`src/rtl/layer_bridge.sv`:
```
`timescale 1ns/1ps
// layer_bridge
// Captures a full parallel activation vector from one layer into a two-slot
// (ping/pong) buffer and streams it to the next layer as LANES elements per
// beat, with ready/valid backpressure, an optional fused ReLU applied at
// capture, a last-beat marker and dropped-vector accounting.
//
// Ports:
//   clk         clock
//   rst         asynchronous reset, active-high
//   i_valid     zin holds a valid vector this cycle
//   zin         unpacked input vector, NUM_NODES signed elements
//   i_relu      fused ReLU enable, sampled at capture
//   i_ready     a buffer slot is free (registered-state decode only)
//   o_valid     o_data holds a valid beat
//   o_ready     downstream accepts the beat
//   o_data      LANES elements; lane j at [j*DATA_WIDTH +: DATA_WIDTH]
//   o_last      current beat is the final beat of its vector
//   o_overflow  one-cycle pulse after a vector is dropped
//   drop_count  saturating count of dropped vectors
module layer_bridge #(
  parameter int DATA_WIDTH = 16,
  parameter int NUM_NODES  = 32,
  parameter int LANES      = 1,
  parameter int CNT_WIDTH  = 8
) (
  input  logic                        clk,
  input  logic                        rst,
  input  logic                        i_valid,
  input  logic [DATA_WIDTH-1:0]       zin [NUM_NODES],
  input  logic                        i_relu,
  output logic                        i_ready,
  output logic                        o_valid,
  input  logic                        o_ready,
  output logic [LANES*DATA_WIDTH-1:0] o_data,
  output logic                        o_last,
  output logic                        o_overflow,
  output logic [CNT_WIDTH-1:0]        drop_count
);

  localparam int BEATS  = NUM_NODES / LANES;
  localparam int BEAT_W = (BEATS > 1) ? $clog2(BEATS) : 1;
  localparam int IDX_W  = (NUM_NODES > 1) ? $clog2(NUM_NODES) : 1;
  localparam logic [BEAT_W-1:0] BEAT_LAST = BEAT_W'(BEATS - 1);

  typedef enum logic [1:0] {
    EMPTY = 2'd0,
    ONE   = 2'd1,
    FULL  = 2'd2
  } occ_t;

  occ_t              occ;
  logic              wr_ptr;
  logic              rd_ptr;
  logic [BEAT_W-1:0] beat;

  // Ping/pong storage; data registers carry no reset, o_data is gated by o_valid.
  logic [DATA_WIDTH-1:0] mem [2][NUM_NODES];

  logic capture;
  logic drop;
  logic xfer;
  logic last_xfer;

  function automatic logic [DATA_WIDTH-1:0] relu_clamp(
    input logic signed [DATA_WIDTH-1:0] x,
    input logic                         en
  );
    if (en && (x < 0)) return '0;
    return x;
  endfunction

  function automatic logic [IDX_W-1:0] elem_idx(
    input logic [BEAT_W-1:0] b,
    input int                j
  );
    return IDX_W'(int'(b) * LANES + j);
  endfunction

  assign i_ready   = (occ != FULL);
  assign o_valid   = (occ != EMPTY);
  assign o_last    = o_valid && (beat == BEAT_LAST);
  assign capture   = i_valid && i_ready;
  assign drop      = i_valid && !i_ready;
  assign xfer      = o_valid && o_ready;
  assign last_xfer = xfer && (beat == BEAT_LAST);

  // ---- capture stage: vector into slot[wr_ptr] ----
  always_ff @(posedge clk) begin
    if (capture) begin
      for (int i = 0; i < NUM_NODES; i++) begin
        mem[wr_ptr][IDX_W'(i)] <= relu_clamp(zin[IDX_W'(i)], i_relu);
      end
    end
  end

  // ---- control: occupancy, pointers, beat counter, drop accounting ----
  always_ff @(posedge clk or posedge rst) begin
    if (rst) begin
      occ        <= EMPTY;
      wr_ptr     <= 1'b0;
      rd_ptr     <= 1'b0;
      beat       <= '0;
      o_overflow <= 1'b0;
      drop_count <= '0;
    end else begin
      if (capture) wr_ptr <= ~wr_ptr;
      if (last_xfer) rd_ptr <= ~rd_ptr;
      if (xfer) beat <= (beat == BEAT_LAST) ? '0 : beat + 1'b1;

      // A capture and a final-beat retire in the same cycle cancel out.
      unique case (occ)
        EMPTY: if (capture) occ <= ONE;
        ONE: begin
          if (capture && !last_xfer)      occ <= FULL;
          else if (!capture && last_xfer) occ <= EMPTY;
        end
        FULL:    if (last_xfer) occ <= ONE;
        default: occ <= EMPTY;
      endcase

      o_overflow <= drop;
      if (drop && (drop_count != '1)) drop_count <= drop_count + 1'b1;
    end
  end

  // ---- output stage: beat select from registered storage ----
  always_comb begin
    o_data = '0;
    if (o_valid) begin
      for (int j = 0; j < LANES; j++) begin
        o_data[j*DATA_WIDTH +: DATA_WIDTH] = mem[rd_ptr][elem_idx(beat, j)];
      end
    end
  end

endmodule

```
`config.mk`:
```
export PLATFORM = sky130hd
export DESIGN_NAME = layer_bridge
export DESIGN_NICKNAME = d
export VERILOG_FILES = /design/src/rtl/layer_bridge.sv
export SDC_FILE = /design/constraint.sdc
export NUM_CORES = 1
export LEC_CHECK = 0
export CELL_PAD_IN_SITES_DETAIL_PLACEMENT = 0
export CELL_PAD_IN_SITES_GLOBAL_PLACEMENT = 1
export CORE_AREA = 2 2 249 251
export CTS_CLUSTER_DIAMETER = 30
export CTS_CLUSTER_SIZE = 10
export DETAILED_ROUTE_END_ITERATION = 12
export DIE_AREA = 0 0 251 253
export PLACE_DENSITY = 0.73
export SYNTH_ARGS = -nofsm -noshare
export SYNTH_HDL_FRONTEND = slang
export SYNTH_SLANG_ARGS = --single-unit
```
`constraint.sdc`:
```
create_clock -name clk -period 11.8 [get_ports clk]
set_clock_uncertainty 0.15 [all_clocks]
set_input_delay 1.18 -clock clk [delete_from_list [all_inputs] [get_ports clk]]
set_output_delay 1.18 -clock clk [all_outputs]
set_load 0.02 [all_outputs]
```
After elaboration in Yosys (flattened, before gate mapping)
Memories as Yosys holds them, arrays and structs flattened.
Index checks and enable logic that the tools add are counted.
Word-level totals
  flip-flop bits (word level): 18
  latch bits: 0
  memory bits (writable): 512
  bits in read-only memories: 0
  bits of input ports: 517
  output and inout bits: 28
  word-level logic and storage cells: 159
  memories kept: 1
Operators by class
  add/sub/neg operators: 2
  multiply operators: 0
  divide/modulo/power cells: 0
  order comparisons: 17
  equality and inequality tests: 8
  shifts and indexed selects: 0
  multiplexer cells: 92
  bitwise operators: 3
  reduce and logical (&&, ||, !) cells: 30
Memory list
  mem: depth 2, bits a word 256, rd ports 1, clocked after memory_dff 0, wr ports 1, RTL line 58  | logic [DATA_WIDTH-1:0] mem [2][NUM_NODES];
Operators by type and width (count)
  2-to-1 mux 16 bit: 51
  less-than comparator 16 x 1 -> 1 bit (second input constant): 16
  binary-select mux 16 bit (select 5 bit): 1
  2-to-1 mux 1 bit: 34
  logical AND 1 bit: 24
  adder 8 x 1 -> 8 bit (second input constant): 1
  2-to-1 mux 2 bit: 4
  inequality test 8 bit (second input constant): 1
  >= comparator 6 bit (second input constant): 1
  inequality test 2 bit (second input constant): 3
  NOT 5 -> 6 bit: 1
  case mux 2 bit (3 select lines): 1
  adder 5 x 1 -> 5 bit (second input constant): 1
  == test 5 bit (second input constant): 1
  2-to-1 mux 5 bit: 1
  logical NOT 1 bit: 3
  inequality test 3 bit (second input constant): 1
  AND reduction 3 bit: 1
  == test 2 x 1 -> 1 bit (second input constant): 1
  == test 2 bit (second input constant): 1
  logical NOT 2 bit: 1
  NOT 1 bit: 2
  nonzero test 2 bit: 1

Logic depth before layout (Yosys ltp)
Gate-level depths: netlist of the first run.
  depth after elaboration: 7
  depth in mapped cells: 8

Worst setup path after synthesis of the first run
No wires, ideal clock.
  path type: in2reg
  from: input port i_valid
  to: memory mem[0][0] (netlist name) (enable)
  library setup time: 878 ps
  arrival time: 11880 ps
  path slack: -1108 ps
  stages: 2
  path buffers: 0
  path through: nand2_1 > nor2_1
On the way
  word-level cells in the longest chain between the ends: 3
RTL lines
  start, declared: RTL line 29  | input logic i_valid,
  logical AND 1 bit: RTL line 83  | assign capture = i_valid && i_ready;
  2-to-1 mux 1 bit: RTL line 90  | if (capture) begin
  2-to-1 mux 1 bit (implied by the code): RTL line 92  | mem[wr_ptr][IDX_W'(i)] <= relu_clamp(zin[IDX_W'(i)], i_relu);
  end, declared: RTL line 58
No other way between the ends.

Final worst setup path of the first run
  from: register rd_ptr
  to: output port o_data[14]
On the way
  word-level cells in the longest chain between the ends: 5
RTL lines
  start, declared: RTL line 54  | logic rd_ptr;
  start signal, assigned: RTL line 108  | if (last_xfer) rd_ptr <= ~rd_ptr;
  memory read (2 x 256 bit)
  binary-select mux 16 bit (select 5 bit): RTL line 132  | o_data[j*DATA_WIDTH +: DATA_WIDTH] = mem[rd_ptr][elem_idx(beat, j)];
  2-to-1 mux 16 bit (implied by the code) (2 in series): RTL line 132
  2-to-1 mux 16 bit: RTL line 130  | if (o_valid) begin
  end, declared: RTL line 35  | output logic [LANES*DATA_WIDTH-1:0] o_data,
No other way between the ends. The select of a mux whose other input is x is not followed.

==> results by group, run 1 <==
Global routing
  – Largest net degree at the start of global routing: 182
  – Global route overflow: 0
  – Initial antenna violation count: 5
  – Global-route wire length before repair: 85.0 mm
  – Global Route Usage Sum: a little under a fifth
  – Vias in the first global route: 13341

Clock network
  – Total clock sinks: 530
  – H-Tree Depth: 3
  – Clock Tree Buf Depth: 3
  – CTS tree: built
  – CTS resizes: 0
  – Post-CTS Hold Buffers: 0
  – CTS root buf: clkbuf_16
  – Total CTS buffers: 108
  – Clk Latency, worst-skew pair: 640 ps
  – Post-CTS Setup Inserts: 0
  – Reg clk slew, reported paths: 40 ps

Logic synthesis
  – Synth cell types: 42
  – Top FF cell, synth: edfxtp_1
  – Post-synthesis xor/xnor area fraction: 0.353%
  – Yosys Warn Count: 0
  – Post-Synthesis Cells: 1281
  – Syn nets: 1802
  – Sequential element share of the synthesized area: 70.8%
  – #FFs+latches synth: 530
  – Mux cell area share after synthesis: 12.6%
  – Compound-gate portion of the synthesized area: 4.67%
  – Avg Synthesized Cell Area: 17.4 um2
  – Post-synth EDFFs: 512
  – Post-synthesis adder-cell area fraction: 0.224%
  – Simple-gate share of the synthesized area: 8.80%
  – Largest family of logic cells by synthesized area: multiplexers
  – Area leader, netlist: edfxtp_1
  – Yosys top cell area share: 68.8%
  – Mapped cell area: 0.0223 mm2
  – Async set-reset flop share out of synthesis: 3.40%
  – Synth top area cells: edfxtp_1, mux4_2, and2_1, mux2i_1, dfrtp_1

Die
  – Initial Util: 36.6%
  – Row count: 91
  – # IOs: ~550
  – Core area: 0.0610 mm2
  – Die H: 253 um
  – Die area: 0.0635 mm2
  – Die X: ~250 um

Critical path
  – Crit path buf inv count: 3
  – WP depth: 7
  – Critical Path Max Stage Delay: 920 ps
  – CP max FO: 47
  – CP Capture Type: output pin
  – Slowest cell on the critical path: dfrtp_4
  – CP startpoint kind: flop
  – CP Cell Sequence: buf_4 > buf_4 > mux4_2 > nand2_1 > a21o_1 > a221oi_2 > clkdlybuf4s50_1
  – Critical path arrival: 5180 ps
  – Data required, critical path: 10470 ps
  – Reg2Reg Depth: 4
  – Type of the worst setup path: reg2out
  – Crit-path leading delay family: buffers and inverters
  – Cell mode on critical path: buf_4

Drt
  – First-iteration detailed-routing DRC count: around 960
  – DRC viols: 0
  – Vias: 12665
  – Vias per inst: approximately 5.1
  – TritonRoute pass-1 iters: 5
  – Total routed wirelength: 58.7 mm
  – DRT antenna net count: 0
  – Mean routed wirelength per cell: 23.5 um

Final layout
  – Most frequent cells in the layout: edfxtp_1, clkdlybuf4s50_1, and2_1
  – Layout cells sized above 1: 16.6%
  – Non-filler instance count after layout: 2502
  – Most common cell after layout, fill and taps aside: edfxtp_1
  – Fin nets: 2142
  – Area grow syn2layout: 32.4%

Power and ir drop
  – Power per cell area: 261 mW/mm2
  – Total power: 7710 uW
  – Leak: between 0.01 and 0.015 uW
  – Max VDD drop: around 160 uV

Min path
  – Worst hold stages: 1
  – Type of the worst min-delay path: reg2reg

STA
  – Final setup viols: 0
  – Final period utilization: a little under three fifths
  – Max_slew headroom: 23.8%
  – Post-layout min period: ~6500 ps
  – Slew Limit Fails: 0
  – Least-Margin Pin Slew: 1140 ps
  – Fmax: about 150 MHz
  – RSZ-0062 raised after global routing: no
  – Hold Vio Cnt, Final: 0
  – Setup TNS: 0 ps

Place
  – Hpwl dp: 39.4 mm
  – I/O Buffers: 288
  – Gp weighted congestion: 0.796
  – Placed cells: around 2300

Flow run
  – Max_cap viols: 0

Status
  – Status: complete, no violations
-- worst register-to-register path, stage by stage, from the launching register on --
cell and delay (ps):
dfrtp_1 420, nand2b_1 220, and3_4 710, buf_4 910
buf_4 950
-- cell type report --
type,instances,area [um2]
multi-input cells,669,5970
well taps,790,988
inverters,5,18.8
flip-flops and latches,530,15800
clock buffers,123,2800
clock inverters,76,916
repair buffers,307,3040
fillers,5145,31500
diodes,2,5.00
-- metal layers --
layer  wire length, um  GRT usage [%]  up-vias
met4              1460           6.72        4
met3              5100           5.57       85
met2             27500           28.9      505
met1             24700           24.6     6343
li1                  -              -     5728
met5                33              0        -
-- path summary, 6_finish.rpt --
| path | start | endpoint | slack (ps) |
|---|---|---|---|
| max | rd_ptr | o_data[14] | 5290 |
| min | drop_count[6] | drop_count[6] | 360 |
| max reg2reg | occ[0] | mem[1][2] | 8020 |
| min reg2reg | drop_count[6] | drop_count[6] | 360 |
| max in group asynchronous | rst | rd_ptr | 10090 |
| min in group asynchronous | rst | occ[0] | 840 |
-- Yosys cell counts (16+ instances only) --
library cell	count
a211oi_1	16
a21oi_1	18
dfrtp_1	18
a21o_1	17
a221oi_1	22
mux4_2	74
mux2i_1	96
nand2_1	55
nor2b_1	20
o221ai_1	16
o22ai_1	16
and2_1	240
clkbuf_1	35
edfxtp_1	512
o21ai_1	16
-- registers in the layout (all words and copies together) (netlist names) --
name,count
beat,5
drop_count,8
mem,512
o_overflow,1
occ,2
rd_ptr,1
wr_ptr,1
-- through the flow --
| stage | utilization [%] | worst slack, ps | cell area (um2) | hold WS (ps) |
|---|---|---|---|---|
| 2_1_floorplan | - | 3230 | 22300 | 329 |
| 3_3_place_gp | 42.4 | 5890 | 25800 | 333 |
| 3_5_place_dp | 42.4 | 5860 | 25800 | 350 |
| 4_1_cts | 48.4 | 5150 | 29600 | 354 |
| 6_report | 48.5 | 5290 | 29600 | 356 |
| 5_1_grt | 48.4 | 4930 | 29600 | 379 |
-- where the power goes --
group | internal (uW) | switching, uW | leakage, uW
clock | 2090 | 976 | 0.00178
combinational | 727 | 1160 | 0.00314
sequential | 2620 | 136 | 0.00508
total | 5430 | 2280 | 0.0100
-- cell families after synthesis --
group	count (synthesis)
buf+inv	82
flops	530
xor+xnor	9
compound gates	139
simple gates	338
mux	179
fa+ha+maj	4
No activity file was read; power rests on OpenSTA's default activity.
==> run 2: changes to the inputs <==
--- a/config.mk
+++ b/config.mk
@@ -7,12 +7,12 @@
 export LEC_CHECK = 0
 export CELL_PAD_IN_SITES_DETAIL_PLACEMENT = 0
 export CELL_PAD_IN_SITES_GLOBAL_PLACEMENT = 1
-export CORE_AREA = 2 2 249 251
+export CORE_AREA = 2 2 237 239
 export CTS_CLUSTER_DIAMETER = 30
 export CTS_CLUSTER_SIZE = 10
 export DETAILED_ROUTE_END_ITERATION = 12
-export DIE_AREA = 0 0 251 253
-export PLACE_DENSITY = 0.73
+export DIE_AREA = 0 0 239 241
+export PLACE_DENSITY = 0.76
 export SYNTH_ARGS = -nofsm -noshare
 export SYNTH_HDL_FRONTEND = slang
 export SYNTH_SLANG_ARGS = --single-unit
==> constraint.sdc (replaced) <==
create_clock -name clk -period 6 [get_ports clk]
set_clock_uncertainty 0.15 [all_clocks]
set_input_delay 0.6 -clock clk [delete_from_list [all_inputs] [get_ports clk]]
set_output_delay 0.6 -clock clk [all_outputs]
set_load 0.02 [all_outputs]
==> run 2 against run 1 <==
Effect of this change: final cell count shrank 3.8%; core utilization grew 5.0 points; non-clock buffer count rose by 4; largest cell class unchanged; largest power group unchanged; highest routed layer unchanged.
==> results by group, run 2 (same netlist as run 1, synthesis figures left out) <==
Global routing
  – Largest net degree at the start of global routing: 135 (-26%)
  – Global Route Usage Sum: 20.3% (+1.8 points)
  – Global-route wire length before repair: 84.1 mm (-1.0%)
  – Initial antenna violation count: 7 (+2)
  – Vias in the first global route: 13340 (-0.0075%)
  – Global route overflow: 0 (unchanged)

STA
  – Final setup viols: 0 (unchanged)
  – Slew Limit Fails: 0 (unchanged)
  – Post-layout min period: 4780 ps
  – Worst Hold Slack: 251 ps (-105 ps)
  – Hold Vio Cnt, Final: 0 (unchanged)
  – Least-Margin Pin Slew: 1150 ps (+8.88 ps)
  – RSZ-0062 raised after global routing: no
  – Setup TNS: 0 ps (unchanged)
  – Max_slew headroom: 23.2% (-0.59 points)
  – Fmax: between 200 and 250 MHz
  – Final period utilization: 79.7%

Clock network
  – Post-CTS Setup Inserts: 0 (unchanged)
  – Clock Tree Buf Depth: 3 (unchanged)
  – Total CTS buffers: 102 (-5.6%)
  – CTS resizes: 0 (unchanged)
  – Reg clk slew, reported paths: 50 ps (about the same)
  – Post-CTS Hold Buffers: 0 (unchanged)
  – H-Tree Depth: 3 (unchanged)
  – CTS root buf: clkbuf_16
  – Total clock sinks: 530 (unchanged)
  – CTS tree: built
  – Clk Latency, worst-skew pair: 630 ps (about the same)

Critical path
  – Crit path buf inv count: 3 (unchanged)
  – Slowest cell on the critical path: dfrtp_2
  – WP depth: 7 (unchanged)
  – Reg2Reg Depth: 8 (+4)
  – Critical path arrival: 4030 ps (-1150 ps)
  – CP Capture Type: output pin
  – CP startpoint kind: flop
  – Cell mode on critical path: buf_4
  – Crit-path leading delay family: buffers and inverters
  – Critical Path Max Stage Delay: 710 ps (-210 ps)
  – Crit path launch: beat[0]
  – CP max FO: 35 (-26%)
  – CP Cell Sequence: buf_4 > nand3b_1 > buf_4 > o22ai_1 > a211oi_1 > a221oi_2 > clkdlybuf4s50_1
  – Type of the worst setup path: reg2out
  – RR Startpoint: beat[0]
  – Data required, critical path: 5250 ps (-5220 ps)

Die
  – Core area: 0.0549 mm2 (-10%)
  – Initial Util: 40.7% (+4.1 points)
  – Die X: 239 um (-4.8%)
  – Row count: 86 (-5.5%)
  – Die area: 0.0576 mm2 (-9.3%)
  – # IOs: 545 (unchanged)
  – Die H: 241 um (-4.7%)

Power and ir drop
  – Power per cell area: 507 mW/mm2 (+94%)
  – Max VDD drop: 251 uV (+57%)
  – Total power: 14900 uW (+93%)
  – Leak: 0.00994 uW (-0.67%)

Place
  – I/O Buffers: 288 (unchanged)
  – Placed Area: 0.0258 mm2 (about the same)
  – Gp weighted congestion: 0.789 (-0.80%)
  – Hpwl dp: 38.9 mm (-1.1%)

Final layout
  – Most frequent cells in the layout: edfxtp_1, clkdlybuf4s50_1, and2_1
  – Most common cell after layout, fill and taps aside: edfxtp_1
  – Fin nets: 2140 (-0.093%)
  – Final Cell Area: 0.0293 mm2 (-0.80%)
  – Largest Register: mem
  – Top flop regs: mem: 512 flops, drop_count: 8 flops, beat: 5 flops
  – Antenna Cells: 0 (-2)
  – Max reg flops: 512 (unchanged)
  – Area grow syn2layout: 31.3%
  – Layout cells sized above 1: 16.4% (-0.22 points)

Min path
  – Type of the worst min-delay path: in2async

Drt
  – DRC viols: 0 (unchanged)
  – Vias per inst: 5.32 (+5.1%)
  – TritonRoute pass-1 iters: 5 (unchanged)
  – Mean routed wirelength per cell: 24.1 um (+2.8%)
  – Total routed wirelength: 58.1 mm (-1.1%)
  – DRT antenna net count: 0 (unchanged)
  – First-iteration detailed-routing DRC count: 1020 (+6.1%)
  – Vias: 12798 (+1.1%)

Status
  – Status: complete, no violations

Flow run
  – Max_cap viols: 0 (unchanged)
[run 2: final timing paths]
kind	end	slack [ps]
worst min-delay path	rd_ptr	250
worst max register to register	occ[1]	2910
max in group asynchronous	rd_ptr	4900
worst min register to register	drop_count[7]	340
min in group clk	drop_count[7]	340
worst max-delay path	o_data[14]	1220
[run 2: worst register-to-register path, cell delays in order (launching register included)]
cell     delay (ps)
dfrtp_2         710
buf_4           550
ha_1            310
and3_1          170
ha_1            300
nand3_1         170
ha_1            320
nor3b_1         180
a21o_1          140
[run 2: layout make-up]
| type | instances | area, um2 |
|---|---|---|
| Inverter | 5 | 18.8 |
| Fill cell | 4384 | 25500 |
| Sequential cell | 530 | 15800 |
| Tap cell | 704 | 881 |
| Multi-Input combinational cell | 669 | 5970 |
| Clock inverter | 77 | 920 |
| Clock buffer | 110 | 2580 |
| Timing Repair Buffer | 311 | 3130 |
[run 2: metrics by stage]
stage | worst slack (ps) | utilization [%] | std cells
floorplan | 745 | - | 1281
global placement | 1810 | 47.1 | 2219
detailed placement | 1840 | 47.1 | 2219
CTS | 1140 | 53.5 | 2406
global route | 919 | 53.5 | 2406
finish | 1220 | 53.5 | 2406
[run 2: power breakdown]
part / internal (uW) / total [uW] / leakage (uW) / switching [uW]
registers: 5140 / 5480 / 0.00508 / 341
logic: 1470 / 3680 / 0.00318 / 2220
clock network: 3840 / 5700 / 0.00168 / 1860
[run 2: layer usage]
metal  vias up  global-route usage (%)  routed length [um]
met5         -                       0                  26
met4         6                    6.42                1060
met3        69                    5.03                5190
met2       564                    31.1               27100
met1      6445                    28.7               24700
li1       5714                       -                   -
==> run 3: changes to the inputs <==
--- a/config.mk
+++ b/config.mk
@@ -7,12 +7,12 @@
 export LEC_CHECK = 0
 export CELL_PAD_IN_SITES_DETAIL_PLACEMENT = 0
 export CELL_PAD_IN_SITES_GLOBAL_PLACEMENT = 1
-export CORE_AREA = 2 2 237 239
+export CORE_AREA = 2 2 249 251
 export CTS_CLUSTER_DIAMETER = 30
 export CTS_CLUSTER_SIZE = 10
 export DETAILED_ROUTE_END_ITERATION = 12
-export DIE_AREA = 0 0 239 241
-export PLACE_DENSITY = 0.76
+export DIE_AREA = 0 0 251 253
+export PLACE_DENSITY = 0.73
 export SYNTH_ARGS = -nofsm -noshare
 export SYNTH_HDL_FRONTEND = slang
 export SYNTH_SLANG_ARGS = --single-unit
==> constraint.sdc (replaced) <==
create_clock -name clk -period 4.2 [get_ports clk]
set_clock_uncertainty 0.15 [all_clocks]
set_input_delay 0.42 -clock clk [delete_from_list [all_inputs] [get_ports clk]]
set_output_delay 0.42 -clock clk [all_outputs]
set_load 0.02 [all_outputs]
==> run 3 against run 2 <==
Effect of this change: final cell count is 4.3% higher; critical endpoint is now o_data[3]; clock power is 32% higher; register-to-register slack worse by 1500 ps; critical path type unchanged.
==> results by group, run 3 (same netlist as run 1, synthesis figures left out) <==
Critical path
  – Slowest cell on the critical path: dfrtp_4
  – RR Startpoint: beat[0]
  – End of the worst register-to-register path: occ[1]
  – Type of the worst setup path: reg2out
  – CP startpoint kind: flop
  – Cell mode on critical path: buf_4
  – CP Cell Sequence: buf_12 > buf_4 > mux2i_1 > o221ai_1 > a21oi_1 > a221oi_1 > buf_4
  – Crit path buf inv count: 3 (unchanged)
  – Reg2Reg Depth: 8 (unchanged)
  – Crit-path leading delay family: compound AO/OA/AOI/OAI gates
  – CP Capture Type: output pin
  – CP max FO: 26 (-26%)
  – Critical Path Max Stage Delay: 730 ps (+20 ps)
  – Critical path arrival: 3520 ps (-510 ps)
  – Data required, critical path: 3630 ps (-1620 ps)
  – Register-to-Register Setup Slack: 1410 ps (-1500 ps)

Place
  – Gp weighted congestion: 0.834 (+5.7%)
  – I/O Buffers: 288 (unchanged)
  – Placed cells: 2330 (+5.0%)
  – Hpwl dp: 41.3 mm (+6.1%)
  – DP Worst Slack: 635 ps (-1200 ps)

Power and ir drop
  – Internal power: 14500 uW (+39%)
  – Leak: 0.00999 uW (+0.47%)
  – Clock power frac: 36.1% (-2.3 points)
  – Net Switching: 6320 uW (+43%)
  – Max VDD drop: 368 uV (+46%)
  – Sequential Power Share: 37.2% (+0.3 points)
  – Combinational power share: 26.8% (+2.0 points)
  – Sw frac: 30.4% (+0.63 points)
  – Power per cell area: 708 mW/mm2 (+40%)

Final layout
  – Post-layout util: 48.1% (-5.3 points)
  – Non-filler instance count after layout: 2510 (+4.3%)
  – Largest Register: mem
  – Most frequent cells in the layout: edfxtp_1, clkdlybuf4s50_1, and2_1
  – Most common cell after layout, fill and taps aside: edfxtp_1
  – Max reg flops: 512 (unchanged)
  – Layout cells sized above 1: 18.2% (+1.8 points)
  – FILL cells: 5145 (+17%)
  – Fin nets: 2164 (+1.1%)
  – Area grow syn2layout: 31.5%
  – Top flop regs: mem: 512 flops, drop_count: 8 flops, beat: 5 flops

STA
  – Max_slew headroom: 40.5% (+17 points)
  – Fmax: between 200 and 250 MHz
  – Final period utilization: 97.3%
  – Setup slack after layout: 114 ps (-1100 ps)
  – Least-Margin Pin Slew: 888 ps (-264 ps)
  – Final setup viols: 0 (unchanged)
  – Slew Limit Fails: 0 (unchanged)
  – Hold Vio Cnt, Final: 0 (unchanged)
  – RSZ-0062 raised after global routing: no
  – Post-layout min period: between 4000 and 5000 ps
  – Worst Hold Slack: 95.4 ps (-156 ps)

Die
  – Core area: 0.0610 mm2 (+11%)
  – Die area: 0.0635 mm2 (+10%)
  – Die H: 253 um (+5.0%)
  – Die X: 251 um (+5.0%)
  – Initial Util: 36.6% (-4.1 points)
  – Row count: 91 (+5.8%)
  – # IOs: 545 (unchanged)

Drt
  – First-iteration detailed-routing DRC count: 1128 (+11%)
  – TritonRoute pass-1 iters: 5 (unchanged)
  – Mean routed wirelength per cell: 23.5 um (-2.8%)
  – DRC viols: 0 (unchanged)
  – Vias: 12661 (-1.1%)
  – DRT antenna net count: 0 (unchanged)
  – Total routed wirelength: 58.9 mm (+1.4%)
  – Vias per inst: 5.04 (-5.2%)

Global routing
  – Global-route wire length before repair: 84.4 mm (+0.34%)
  – Global Route Usage Sum: 18.4% (-1.9 points)
  – Vias in the first global route: 13414 (+0.55%)
  – Global route overflow: 0 (unchanged)
  – Initial antenna violation count: 4 (-3)
  – Largest net degree at the start of global routing: 110 (-19%)

Clock network
  – Reg clk slew, reported paths: 40 ps (about the same)
  – CTS tree: built
  – Total clock sinks: 530 (unchanged)
  – Clock Tree Buf Depth: 3 (unchanged)
  – Post-CTS Hold Buffers: 0 (unchanged)
  – Clk Latency, worst-skew pair: 620 ps (about the same)
  – CTS root buf: clkbuf_16
  – Total CTS buffers: 101 (-0.98%)
  – H-Tree Depth: 3 (unchanged)
  – Post-CTS Setup Inserts: 0 (unchanged)

Status
  – Status: complete, no violations

Flow run
  – Max_cap viols: 0 (unchanged)

Min path
  – Type of the worst min-delay path: in2async
-- run 3: area by class of cell --
| type | count | area, um2 | area share (%) |
|---|---|---|---|
| diodes | 1 | 2.50 | 0.00852 |
| inverters | 5 | 18.8 | 0.0639 |
| repair buffers | 336 | 3310 | 11.3 |
| clock inverters | 68 | 632 | 2.15 |
| flip-flops and latches | 530 | 15800 | 53.9 |
| well taps | 790 | 988 | 3.36 |
| clock buffers | 111 | 2590 | 8.80 |
| multi-input cells | 669 | 6010 | 20.5 |
-- run 3: how the worst max path moves through the flow --
stage	startpoint	end	slack, ps	depth (start not counted)
after global routing	rd_ptr	o_data[3]	20	7
after detailed placement	beat[0]	o_data[5]	640	7
after global placement	beat[0]	o_data[5]	600	7
after floorplan	occ[0]	mem[0][0]	-830	3
final	rd_ptr	o_data[3]	110	7
after CTS	rd_ptr	o_data[4]	30	6
-- run 3: routing by layer --
layer | global-route usage, % | vias to the layer above | routed length (um)
li1 | - | 5758 | -
met1 | 24.6 | 6338 | 25000
met2 | 28.9 | 477 | 27600
met3 | 5.65 | 82 | 5070
met4 | 6.14 | 6 | 1230
met5 | 0 | - | 34
-- run 3: what timing repair did --
item                                   CTS  global route
gates resized for setup                  2             2
cloned                                   0             0
endpoints found under the hold margin    0             0
setup endpoints to repair                6             2
-- run 3: through the flow --
stage / cell area, um2 / setup TNS (ps) / power [uW]
final: 29400 / 0 / 20800
after global routing: 29400 / 0 / 21700
after CTS: 29400 / 0 / 21000
after detailed placement: 26100 / 0 / 13400
after global placement: 26100 / 0 / 13300
after floorplan: 22400 / -249670 / 11300
-- run 3: power by group through the flow --
| stage | combinational, uW | sequential (uW) | clock [uW] |
|---|---|---|---|
| 2_1_floorplan | 3500 | 7810 | 0 |
| 3_3_place_gp | 5560 | 7750 | 0 |
| 3_5_place_dp | 5600 | 7830 | 0 |
| 4_1_cts | 5640 | 7740 | 7620 |
| 5_1_grt | 5950 | 7840 | 7880 |
| 6_report | 5570 | 7730 | 7500 |
==> RTL change 1 (config.mk and constraints of run 2) <==
Change the parameter `CNT_WIDTH` from 8 to 10.
--- a/src/rtl/layer_bridge.sv
+++ b/src/rtl/layer_bridge.sv
@@ -22,7 +22,7 @@
   parameter int DATA_WIDTH = 16,
   parameter int NUM_NODES  = 32,
   parameter int LANES      = 1,
-  parameter int CNT_WIDTH  = 8
+  parameter int CNT_WIDTH  = 10
 ) (
   input  logic                        clk,
   input  logic                        rst,
Ports: changed (resized drop_count); port bits go from 545 to 547. No check against the original RTL was run, so the function may have changed too.
==> RTL change 1 against run 2 <==
- cell area increased by 0.94%
- worst setup slack got worse by 0.088 ns
- sequential cell count increased by 2
- total power increased by 0.38%
- sequential power decreased by 0.7%
- highest routed layer unchanged
- largest cell class unchanged
- area after synthesis increased by 0.78%
- sequential share of layout area decreased by 0.32 points
- wire length decreased by 1.3%
==> RTL change 1: results (changes against run 2) <==
status complete, no violations; switching power share of the total 0.2958 (-0.001836); Rel. slew slack 0.2756 (+0.04323); top post-synthesis cells by count edfxtp_1 (512), and2_1 (242), mux4_2 (76); post-detailed-route wirelength per cell 24.30 um (+0.70%); Hold Worst Slack 0.2468 ns (-0.004464 ns); minimum setup slack among reg-to-reg paths 3.04 ns (+0.13 ns); adder and majority gate portion of the synthesized area 0.002223 (-0.00001730); worst slack after detailed placement 1.829 ns (-0.009440 ns); power consumption 14920 uW (+0.38%); fraction of synthesized cell area in xor and xnor cells 0.003890 (+0.0003617); placed wire-length estimate 38050 um (-2.2%); largest cells by area after synthesis edfxtp_1 (68%), mux4_2 (7.6%), and2_1 (6.7%); share of cell area taken by muxes after synthesis 0.1489 (+0.02275); later-pin clock latency in the skew report 0.65 ns (+0.02 ns); initial antenna violation count 8 (+1); sequential group share of total power 0.365 (-0.004); worst IR drop on VDD 0.2951 mV (+17%); Vias/cell 5.274 (-0.85%); number of CTS-inserted buffers 106 (+3.9%); clock group power 5820 uW (+2%); data arrival time of the critical path 4.12 ns (+0.09 ns); routed length on met3 4229 um (-19%); instance area after placement 0.02598 mm2 (+0.58%); Global Route met3 Usage 0.05055 (+0.0002288); Top delay family on crit path multiplexers; number of instances in the synthesized netlist 1212 (-5.4%); routing usage on met2 0.3113 (about the same); total track usage 0.1999 (-0.003239); maximum fanout count along the critical path 38 (+8.6%); wire length on met1 24640 um (-0.30%); fin nets 2082 (-2.7%)
[RTL change 1: cells by family after synthesis]
family / after synthesis
XOR/XNOR: 10
buffers and inverters: 77
AO/OA/AOI/OAI: 88
adder cells (fa/ha/maj): 4
AND/OR/NAND/NOR: 320
flip-flops: 532
multiplexers: 181
[RTL change 1: area by class of cell]
cell class | count | share of cell area
Antenna cell | 2 | 0.0001690
Clock buffer | 116 | 0.09157
Clock inverter | 84 | 0.03076
Inverter | 6 | 0.0007606
Multi-Input combinational cell | 603 | 0.2053
Sequential cell | 532 | 0.5364
Tap cell | 704 | 0.02975
Timing Repair Buffer | 312 | 0.1053
[RTL change 1: how the worst max path moves through the flow]
stage / start / end / slack (ns)
finish: beat[0] / o_data[11] / 1.13
detailed placement: beat[0] / o_data[11] / 1.83
floorplan: occ[0] / mem[0][0] / 0.72
global route: beat[0] / o_data[11] / 1.03
CTS: beat[0] / o_data[11] / 1.13
global placement: beat[0] / o_data[11] / 1.86
==> RTL change 2 (flow settings as in run 2) <==
Made on the original files. Make the reset (`rst`) synchronous in one clocked block. Comments in the files are not updated.
--- a/src/rtl/layer_bridge.sv
+++ b/src/rtl/layer_bridge.sv
@@ -95,7 +95,7 @@
   end
 
   // ---- control: occupancy, pointers, beat counter, drop accounting ----
-  always_ff @(posedge clk or posedge rst) begin
+  always_ff @(posedge clk) begin
     if (rst) begin
       occ        <= EMPTY;
       wr_ptr     <= 1'b0;
Function: not settled (the Yosys comparison gave no result); the edit may change what the design does.
==> RTL change 2 against run 2 <==
- wire length fell by 5.4%
- die area unchanged
- non-clock buffer count is 5 lower
- area after synthesis is 0.67% lower
- worst setup slack gained 0.079 ns
- sequential cell count up 1
- cell area decreased by 0.29%
- highest routed layer unchanged
Power is not compared: it rests on default switching activity, and its combinational part moved more than twofold at a synthesized area within 25%.
==> RTL change 2: results (changes against run 2) <==
data arrival time of the critical path 3.96 ns (-0.07 ns); compound-gate portion of the synthesized area 0.03112 (-0.01558); gpl congestion 0.7710 (-2.3%); type of the most critical hold path flop to flop; number of global-route vias before repair 13.08k (-2.0%); maximum fanout count along the critical path 43 (+23%); top post-synthesis cells by count edfxtp_1 (512), and2_1 (242), mux4_2 (108); TritonRoute pass-1 iters 6 (+1); startpoint of the most critical setup path beat[0]; start of the worst register-to-register path beat[1]; total track usage 0.1919 (-0.01123); Vias/cell 5.225 (-1.8%); worst slack after detailed placement 1.920 ns (+0.08171 ns); number of standard cells in the layout, taps in and fillers out 2356 (-2.1%); terminus of the critical flop-to-flop path occ[0]; synth unique cells 48 (+14%); Synthesized Nets 1743 (-3.3%); routed length on met3 5069 um (-2.3%); Async S/R FF share, synth 0 (-0.03396); wire length of the first global-routing pass 80050 um (-4.8%); sequential cell area fraction in the yosys report 0.7100 (+0.001635); Hold Worst Slack 0.3529 ns (+0.1017 ns); library cell contributing the largest single delay on the critical path inv_2; number of CTS-inserted buffers 103 (+0.98%); fraction of synthesized cell area in xor and xnor cells 0.002368 (-0.001160); maximum number of pins on one net before global-route repair 161 (+19%); Starting DRT DRC Count 967 (-5.2%); fin nets 2082 (-2.7%); wire length on met1 22480 um (-9.0%); largest cells by area after synthesis edfxtp_1 (69%), mux4_2 (11%), and2_1 (6.8%); post-detailed-route wirelength per cell 23.31 um (-3.4%); number of instances in the synthesized netlist 1222 (-4.6%); adder and majority gate portion of the synthesized area 0.002255 (+0.00001516); status complete, no violations
## RTL change 2: cell count changes after synthesis, moves of 16 or more
cell	change
mux4_2	+34
mux2i_1	-29
nand2_1	-26
dfxtp_1	+19
dfrtp_1	-18
a21o_1	-16
a221o_1	+16
a22oi_1	+16
a31oi_1	+16
nor2_1	+16
o221ai_1	-16
o22ai_1	-16
## RTL change 2: power breakdown
part / internal, uW / leakage (uW) / switching, uW
clock network: 3820 / 0.00169 / 1880
registers: 4380 / 0.00503 / 56.6
logic: 361 / 0.00307 / 396
## RTL change 2: tightest hold or removal path: stages, from the launching register on
cell	delay, ns
dfxtp_1	0.31
xor2_1	0.08
nor2_1	0.07
## RTL change 2: layout make-up
class / instances / area [um2]
Timing Repair Buffer: 306 / 3080
Tap cell: 704 / 880.8
Antenna cell: 4 / 10.01
Multi-Input combinational cell: 614 / 5981
Fill cell: 4373 / 25630
Clock inverter: 74 / 859.6
Clock buffer: 118 / 2655
Inverter: 5 / 18.77
Sequential cell: 531 / 15760
